[config.mk]
export PLATFORM = sky130hd
export DESIGN_NAME = if_id_stall_ctrl
export DESIGN_NICKNAME = d
export VERILOG_FILES = /design/src/rtl/if_id_stall_ctrl_pkg.sv /design/src/rtl/if_id_stall_ctrl_sat.sv /design/src/rtl/if_id_stall_ctrl.sv
export SDC_FILE = /design/constraint.sdc
export NUM_CORES = 1
export LEC_CHECK = 0
export BUFFER_PORTS_ARGS = -buffer_cell sky130_fd_sc_hd__buf_2
export CAP_MARGIN = 15
export CORE_UTILIZATION = 45
export DETAILED_ROUTE_END_ITERATION = 16
export HOLD_SLACK_MARGIN = 0.05
export PLACE_DENSITY_LB_ADDON = 0.08
export SLEW_MARGIN = 40
export SYNTH_ARGS = -nofsm -noshare
export SYNTH_HDL_FRONTEND = slang
export SYNTH_HIERARCHICAL = 1
export SYNTH_SLANG_ARGS = --single-unit
[constraint.sdc]
create_clock -name clk -period 5.1 [get_ports clk]
set_clock_uncertainty 0.2 [all_clocks]
set_input_delay 0.765 -clock clk [delete_from_list [all_inputs] [get_ports clk]]
set_output_delay 0.765 -clock clk [all_outputs]
set_load 0.01 [all_outputs]
[src/rtl/if_id_stall_ctrl_pkg.sv]
// Shared CPU definitions for the IF/ID pipeline register and its stall control.
// Holds the bubble instruction, the stall FSM encoding and the default hazard window.
package if_id_stall_ctrl_pkg;

    // Instruction word used as a pipeline bubble
    localparam logic [31:0] NOP_INST_DEF = 32'h0000_0000;

    // Longest legal consecutive stall: ID + EXE + MEM hazard window
    localparam int MAX_STALL_DEF = 3;

    typedef enum logic {
        RUN   = 1'b0,
        STALL = 1'b1
    } stall_state_e;

endpackage

[src/rtl/if_id_stall_ctrl_sat.sv]
// Saturating up-counter with synchronous clear and synchronous active-low reset.
// Ports: clk, rst_n, clr_i (clear to 0), inc_i (increment), cnt_o (count, holds at all-ones).
module sat_counter #(
    parameter int W = 2
) (
    input  logic         clk,
    input  logic         rst_n,
    input  logic         clr_i,
    input  logic         inc_i,
    output logic [W-1:0] cnt_o
);

    logic [W-1:0] cnt_q;
    logic [W-1:0] cnt_d;

    always_comb begin
        cnt_d = cnt_q;
        if (clr_i) begin
            cnt_d = '0;
        end else if (inc_i && (cnt_q != {W{1'b1}})) begin
            cnt_d = cnt_q + W'(1);
        end
    end

    always_ff @(posedge clk) begin
        if (!rst_n) begin
            cnt_q <= '0;
        end else begin
            cnt_q <= cnt_d;
        end
    end

    assign cnt_o = cnt_q;

endmodule

[src/rtl/if_id_stall_ctrl.sv]
// IF/ID pipeline register with hazard stall control: bubble injection, PC write
// enable, consecutive-stall watchdog (sticky hazard_err) and total stall counter.
// Ports: clk, rst_n (sync, active-low); if_stop, id_branch, if_inst, if_pc in;
// pc_we, id_inst, id_pc, id_valid, stall_cnt, hazard_err, stall_total out.
module if_id_stall_ctrl
    import if_id_stall_ctrl_pkg::*;
#(
    parameter int          MAX_STALL = MAX_STALL_DEF,
    parameter logic [31:0] NOP_INST  = NOP_INST_DEF
) (
    input  logic        clk,
    input  logic        rst_n,
    input  logic        if_stop,
    input  logic        id_branch,
    input  logic [31:0] if_inst,
    input  logic [31:0] if_pc,
    output logic        pc_we,
    output logic [31:0] id_inst,
    output logic [31:0] id_pc,
    output logic        id_valid,
    output logic [1:0]  stall_cnt,
    output logic        hazard_err,
    output logic [15:0] stall_total
);

    stall_state_e state_q;
    stall_state_e state_d;

    logic [31:0] inst_q;
    logic [31:0] inst_d;
    logic [31:0] pc_q;
    logic [31:0] pc_d;
    logic        valid_q;
    logic        valid_d;
    logic        err_q;
    logic        err_d;

    // Delay-slot ISA: a decoded branch never flushes IF/ID, and a stall
    // raised alongside a branch is still honoured, so id_branch has no effect.
    logic unused_branch;
    assign unused_branch = id_branch;

    // Zero-cycle freeze of the PC while the hazard judge holds the stall
    assign pc_we = ~if_stop;

    always_comb begin
        state_d = state_q;
        unique case (state_q)
            RUN:     state_d = if_stop ? STALL : RUN;
            STALL:   state_d = if_stop ? STALL : RUN;
            default: state_d = RUN;
        endcase
    end

    always_comb begin
        inst_d  = if_inst;
        pc_d    = if_pc;
        valid_d = 1'b1;
        if (if_stop) begin
            // Bubble: the fetched word stays in IF until the stall clears
            inst_d  = NOP_INST;
            pc_d    = pc_q;
            valid_d = 1'b0;
        end
    end

    // Watchdog: one more stall while already at the window limit
    always_comb begin
        err_d = err_q;
        if (if_stop && (int'(stall_cnt) == MAX_STALL)) begin
            err_d = 1'b1;
        end
    end

    always_ff @(posedge clk) begin
        if (!rst_n) begin
            state_q <= RUN;
            inst_q  <= NOP_INST;
            pc_q    <= '0;
            valid_q <= 1'b0;
            err_q   <= 1'b0;
        end else begin
            state_q <= state_d;
            inst_q  <= inst_d;
            pc_q    <= pc_d;
            valid_q <= valid_d;
            err_q   <= err_d;
        end
    end

    // Consecutive stalls: counts while stalled, cleared on the release edge
    sat_counter #(
        .W(2)
    ) u_stall_cnt (
        .clk   (clk),
        .rst_n (rst_n),
        .clr_i (~if_stop),
        .inc_i (if_stop),
        .cnt_o (stall_cnt)
    );

    sat_counter #(
        .W(16)
    ) u_stall_total (
        .clk   (clk),
        .rst_n (rst_n),
        .clr_i (1'b0),
        .inc_i (if_stop),
        .cnt_o (stall_total)
    );

    assign id_inst    = inst_q;
    assign id_pc      = pc_q;
    assign id_valid   = valid_q;
    assign hazard_err = err_q;

endmodule
### Word-level counts from Yosys, hierarchy flattened

Index checks and enable logic that the tools add are counted.

| word-level totals | value |
|---|---|
| register bits | 84 |
| bits of input ports | 68 |
| output and inout port bits | 85 |
| word-level logic and storage cells | 19 |

| cells by class | value |
|---|---|
| $add $sub $neg | 2 |
| eq/ne operators | 3 |
| mux-type cells | 1 |
| bitwise gates (word level) | 2 |
| reductions and logical operators | 5 |

Operator list:

| cell | number |
|---|---|
| $add A16 B1 Y16 const B | 1 |
| $ne A16 B16 Y1 const B | 1 |
| $logic_and A1 B1 Y1 | 3 |
| $add A2 B1 Y2 const B | 1 |
| $eq A2 B1 Y1 const B | 1 |
| $ne A2 B2 Y1 const B | 1 |
| $not A1 Y1 | 2 |
| $reduce_and A2 Y1 | 1 |
| $reduce_or A2 Y1 | 1 |
| $mux W1 | 1 |

### Depth between registers and ports, before layout

Gate-level depths: netlist of the first run.

| logic depth | value |
|---|---|
| depth after elaboration | 2 |
| depth in mapped cells | 5 |

### Cells and area by module

The synthesis of the first run kept the hierarchy.

Modules (own cells, without submodules):

| module | instances | cells each | area an instance (um^2) | sequential area each (um^2) |
|---|---|---|---|---|
| if_id_stall_ctrl | 1 | 177 | 2187.1 | 1321.3 |
| sat_counter (u_stall_total) | 1 | 91 | 864.6 | 320.3 |
| sat_counter (u_stall_cnt) | 1 | 9 | 98.8 | 40.0 |

### Worst setup path after synthesis of the first run

No wires, ideal clock.

| timing | value |
|---|---|
| kind | input port to output port |
| start | input port if_stop |
| end | output port pc_we |
| arrival | 1.136 ns |
| required time | 4.135 ns |
| setup slack | 2.999 ns |
| stages | 3 |
| path through | buf_6 buf_8 inv_1 |

| on the way | value |
|---|---|
| word-level cells in the longest chain between the ends | 1 |

RTL lines:

| element | RTL line | source |
|---|---|---|
| from (decl) | if_id_stall_ctrl.sv:13 | `input logic if_stop,` |
| $not A1 Y1 | n/a |  |
| to (decl) | if_id_stall_ctrl.sv:17 | `output logic pc_we,` |

No other way between the ends.

### Worst setup path in the final report of the first run

Same ends and word-level chain as after synthesis.

==> flow_summary.toml, run 1 <==
[status]
status = "finished clean"

[critical_path]
path_class = "primary input to output pin"
r2r_setup_slack_ns = 3.27
r2r_cells = 5
cp-end-kind = "output pin"
slowest_delay_ns = 0.50
reg2reg_to = "u_stall_total/cnt_o[14]$_SDFFE_PP0P_"
cp_slowest_cell = "buf_4"
rr_startpoint = "u_stall_total/cnt_o[0]$_SDFFE_PP0P_"
startpoint_type = "primary input"
cp_cell_sequence = "buf_2 -> buf_4 -> inv_1 -> buf_2"
cp.arrival_ns = 1.63
required_ns = 4.14
crit_top_cell = "buf_2"
crit_fanout = 39

[logic_synthesis]
synth_top_area_share_pct = 53.4
synth.yosys.warnings = 6
async_reset_ff_share_pct = 0
yosysSeqAreaShare_pct = 53.4
yosys.area.top_type = "dfxtp_1"
yosysMostFrequentCell = "dfxtp_1"
synth_seq_cells = 84
synth.distinct_cells = 44
synth_edf_count = 0
synth_common_cells = "dfxtp_1, and2_1, mux2i_1, nor2b_1, nor2_1"
synthesis.area_um2 = 3150
netlist_instances = 277
synth_area_leaders = "dfxtp_1, mux2i_1, and2_1, nor2b_1, buf_6"
synth_ff_type = "dfxtp_1"
synth.avg_cell_area_um2 = 11.4

[drt]
drt_iter0_drc = 65
drc = 0
wl_per_cell_um = 12.0
ant_nets = 0
first_pass_iters = 4
wl_mm = 6.39
via_count = 2414
viasPerCell = 4.55

[clocking]
cts_buffers = 9
clockRootBuffer = "clkbuf_8"
hold_buffers = 0
clock-sinks = 84
clock_latency_ns = 0.35
cts_buffer_depth = 2
clk_pin_slew_ns = 0.08
cts_tree = "done"
cts_resized = 0
h-tree-depth = 3
cts_setup_buffers = 0

[sta]
setup-tns-final_ns = 0
min_period_ns = 2.60
slew-limit-headroom_pct = 58.0
finalCritPeriodShare_pct = 50.9
drv_slew = 0
max_freq_mhz = 385
tightest_slew_ns = 0.629
finalHoldViolations = 0
setup_viol = 0
rsz0062_at_grt = "no"
worst_slack_ns = 2.50
holdWs_ns = 0.304

[floorplanning]
die-width_um = 85.7
coreArea_um2 = 6790
floorplan.die_area_um2 = 7340
row_count = 30
initial_core_util_pct = 46.4
die_height_um = 85.7
io_pins = 153

[power_and_ir_drop]
power_density_nw_per_um2 = 319
vdd_drop_max_v = 0.000194
p_total_w = 0.00132
p_leak_nw = 2.07

[grt]
grtUsageMet1_pct = 21.1
grt_overflow = 0
grt_pass1_vias = 2151
met2_usage_pct = 26.8
grt_pass1_wl_mm = 9.92
grt_max_degree = 40
grt.total_usage_pct = 17.4
grt_busiest_layer = "met2"
antenna_found_initial = 0
use_met3_pct = 7.70

[placed_design]
dpl.hpwl_mm = 4.45
io_buffers = 151
dpl_worst_slack_ns = 2.34
gp_congestion = 0.713
placed_area_um2 = 3920

[run]
max_cap_violations = 0

[worst_hold_path]
worstHoldPathType = "register to register"
holdPathStages = 2
holdPathEnd = "hazard_err$_SDFFE_PN0P_"
min_from = "hazard_err$_SDFFE_PN0P_"

[cells_and_area]
area_growth_pct = 31.4
nets = 500
drive_gt1_share_pct = 40.7
finalInstanceArea_um2 = 4140
n_antenna_cell = 0
==> registers in the layout (all words and copies together), names as in the netlist <==
name / cells
u_stall_total/cnt_o: 16
u_stall_cnt/cnt_o: 2
id_inst: 32
id_pc: 32
id_valid: 1
hazard_err: 1
==> critical path, delay by kind of cell <==
kind	cells	cell delay, ns
buffers and inverters	4	0.85
==> power by group <==
part	internal (W)	switching [W]
sequential	0.000682	0.0000103
clock	0.000276	0.000234
combinational	0.0000633	0.0000568
total	0.00102	0.000301
==> layout make-up <==
class                      instances  area (µm²)
tap                               96         120
inverter                           3        11.3
clock buffer                      10         128
timing repair buffer             152         763
multi-input combinational        180        1350
sequential                        84        1680
fill                             597        2660
clock inverter                     6        88.8
==> how the worst max path moves through the flow <==
stage                  from                             endpoint  slack (ns)  depth (start not counted)
floorplan           if_stop                                pc_we        3.00                          3
global placement    if_stop  u_stall_total/cnt_o[9]$_SDFFE_PP0P_        2.35                          6
detailed placement  if_stop  u_stall_total/cnt_o[9]$_SDFFE_PP0P_        2.34                          6
CTS                 if_stop                                pc_we        2.48                          4
global route        if_stop                                pc_we        2.41                          4
finish              if_stop                                pc_we        2.50                          4
==> per-layer routing <==
layer,part of all wire (%),up-vias
li1,-,1254
met1,44,1051
met2,45,103
met3,9.4,6
met4,1.1,0
met5,0,-
==> stage by stage <==
step / instances / util (%)
floorplan: 278 / -
global placement: 515 / 57.7
detailed placement: 515 / 57.7
CTS: 531 / 60.9
global route: 531 / 60.9
finish: 531 / 60.9
==> cells in the final DEF (no fill, tap or decap), drive strengths merged, types with 4 or more instances in the layout <==
| master | count |
|---|---|
| nand3 | 5 |
| and2 | 35 |
| clkbuf | 10 |
| o21ai | 4 |
| nor2 | 12 |
| nand2 | 5 |
| buf | 152 |
| a21oi | 4 |
| nand4 | 4 |
| mux2i | 34 |
| dfxtp | 84 |
| nor2b | 36 |
==> cells by family (layout without fill, tap and decap cells) <==
group / Yosys count / count (layout) / synth area share [%]
other cells: 1 / 2 / 0.119
fa+ha+maj: 2 / 2 / 0.794
xor+xnor: 5 / 5 / 1.39
compound gates: 23 / 23 / 6.08
mux: 34 / 34 / 10.8
flops: 84 / 84 / 53.4
buf+inv: 14 / 171 / 4.01
simple gates: 114 / 114 / 23.4
(Power assumes the default switching activity.)
==> run 2, diff against run 1 <==
--- a/config.mk
+++ b/config.mk
@@ -7,7 +7,7 @@
 export LEC_CHECK = 0
 export BUFFER_PORTS_ARGS = -buffer_cell sky130_fd_sc_hd__buf_2
 export CAP_MARGIN = 15
-export CORE_UTILIZATION = 45
+export CORE_UTILIZATION = 41
 export DETAILED_ROUTE_END_ITERATION = 16
 export HOLD_SLACK_MARGIN = 0.05
 export PLACE_DENSITY_LB_ADDON = 0.08
==> constraint.sdc (replaced) <==
create_clock -name clk -period 2.3 [get_ports clk]
set_clock_uncertainty 0.2 [all_clocks]
set_input_delay 0.345 -clock clk [delete_from_list [all_inputs] [get_ports clk]]
set_output_delay 0.345 -clock clk [all_outputs]
set_load 0.01 [all_outputs]
==> run 2 against run 1 <==
  * Via count increased by 8.4%
  * Global-route usage increased by 0.54 points
  * Combinational power increased to 2.8 times the previous value
  * Routed wire length increased by 13%
  * Cell count increased by 9.0%
  * Clock power increased by 140%
  * Count of clock-buffer cells in the layout increased by 1
  * Worst setup slack got worse by 2.0 ns
  * Total power increased by 130%
  * Register-to-register slack got worse by 2.8 ns
  * Critical path type is now register to register
  * Largest power group unchanged
==> flow_summary.toml, run 2 (synthesis results as in run 1) <==
[drt]
wl_mm = 7.24
drc = 0
wl_per_cell_um = 12.5
first_pass_iters = 4
ant_nets = 0
drt_iter0_drc = 71
via_count = 2616
viasPerCell = 4.52

[grt]
antenna_found_initial = 0
grt_max_degree = 35
grt_overflow = 0
grt_pass1_vias = 2430
grt.total_usage_pct = 17.9
grt_pass1_wl_mm = 11.0

[power_and_ir_drop]
p_leak_nw = 2.27
power_density_nw_per_um2 = 668
vdd_drop_max_v = 0.000393

[sta]
slew-limit-headroom_pct = 64.7
drv_slew = 0
max_freq_mhz = 548
setup-tns-final_ns = 0
holdWs_ns = 0.0612
tightest_slew_ns = 0.529
min_period_ns = 1.83
setup_viol = 0
finalCritPeriodShare_pct = 79.4
rsz0062_at_grt = "no"
finalHoldViolations = 0

[floorplanning]
floorplan.die_area_um2 = 8040
initial_core_util_pct = 43.0
row_count = 31
die_height_um = 89.7
io_pins = 153
coreArea_um2 = 7330
die-width_um = 89.7

[placed_design]
io_buffers = 151
dpl.hpwl_mm = 4.77
gp_congestion = 0.695

[critical_path]
r2r_cells = 5
required_ns = 2.34
slowest_delay_ns = 0.38
startpoint_type = "register"
cp-end-kind = "register"
path_class = "register to register"
cp.arrival_ns = 1.87
r2r_setup_slack_ns = 0.47
cp_cell_sequence = "ha_1 -> and4_2 -> o311ai_2 -> o31a_1 -> o21a_1"
crit_fanout = 6
reg2reg_to = "u_stall_total/cnt_o[14]$_SDFFE_PP0P_"
rr_startpoint = "u_stall_total/cnt_o[0]$_SDFFE_PP0P_"
cp_slowest_cell = "dfxtp_1"

[cells_and_area]
multi_input_area_um2 = 1350
n_antenna_cell = 0
final_util_pct = 62.8
area_growth_pct = 46.2
drive_gt1_share_pct = 37.3
seq_area_um2 = 1680
final_common_cell = "buf_2"
nets = 546
n_fill_cell = 613
final_cell_mix = "buf_2, dfxtp_1, dlygate4sd3_1"

[worst_hold_path]
min_from = "if_pc[30]"
holdPathStages = 3
holdPathEnd = "id_pc[30]$_SDFFE_PN0N_"
worstHoldPathType = "primary input to register"

[clocking]
clock_latency_ns = 0.34
clockRootBuffer = "clkbuf_8"
h-tree-depth = 3
cts_buffer_depth = 2
cts_buffers = 9
clock-sinks = 84
cts_tree = "done"
cts_setup_buffers = 0
clk_pin_slew_ns = 0.08

[status]
status = "finished clean"

[run]
max_cap_violations = 0
-- run 2: cell count changes in the layout (fill, tap and decap cells not counted), sizes merged --
cell         previous run  this run
clkinv                  2         1
clkbuf                 10        11
bufinv                  2         3
dlygate4sd3             0        42
buf                   152       156
clkinvlp                2         0
-- run 2: final cells by class --
class / instances / share of cell area [%]
inverter: 3 / 0.244
tap: 99 / 2.69
multi-input combinational: 180 / 29.2
sequential: 84 / 36.5
clock inverter: 4 / 2.15
timing repair buffer: 198 / 26.3
clock buffer: 11 / 2.85
-- run 2: critical path, delay by kind of cell (launching register included) --
family	cells	cell delay, ns
AOI/OAI and AO/OA	3	0.63
adders and majority gates	1	0.21
DFF	1	0.38
and+or+nand+nor	1	0.31
-- run 2: worst max path at each step --
stage          depth (start not counted)                                 start                              endpoint
2_1_floorplan                          5   u_stall_total/cnt_o[0]$_SDFFE_PP0P_  u_stall_total/cnt_o[14]$_SDFFE_PP0P_
3_3_place_gp                           5   u_stall_total/cnt_o[0]$_SDFFE_PP0P_  u_stall_total/cnt_o[14]$_SDFFE_PP0P_
3_5_place_dp                           5   u_stall_total/cnt_o[0]$_SDFFE_PP0P_  u_stall_total/cnt_o[14]$_SDFFE_PP0P_
4_1_cts                                5   u_stall_total/cnt_o[0]$_SDFFE_PP0P_  u_stall_total/cnt_o[14]$_SDFFE_PP0P_
5_1_grt                                4  u_stall_total/cnt_o[12]$_SDFFE_PP0P_  u_stall_total/cnt_o[11]$_SDFFE_PP0P_
6_report                               5   u_stall_total/cnt_o[0]$_SDFFE_PP0P_  u_stall_total/cnt_o[14]$_SDFFE_PP0P_
-- run 2: layer usage --
| metal | vias to the layer above | track usage [%] | part of all wire, % |
|---|---|---|---|
| met3 | 9 | 6.40 | 8.0 |
| met5 | - | 0 | 0 |
| met2 | 96 | 30.0 | 48 |
| met1 | 1173 | 20.9 | 42 |
| li1 | 1338 | - | - |
| met4 | 0 | 7.22 | 1.4 |
-- run 2: what timing repair did --
action                                 4_1_cts  5_1_grt
hold buffers                                42        0
endpoints found under the hold margin       42        0
resized for setup                            0        0
-- run 2: power by group --
part	internal, W	total [W]	switching (W)
Clock	0.000719	0.00121	0.000494
Sequential	0.00151	0.00153	0.0000218
Combinational	0.000191	0.000333	0.000141
Total	0.00242	0.00308	0.000657
-- run 2: per-stage QoR --
stage          setup WS (ns)  cell area (µm²)  power (W)  std cells
6_report               0.474             4610    0.00308        579
5_1_grt                0.381             4610    0.00323        579
4_1_cts                0.457             4610    0.00311        579
3_5_place_dp           0.463             3960    0.00185        522
3_3_place_gp           0.499             3960    0.00184        522
2_1_floorplan          0.522             3150    0.00172        278
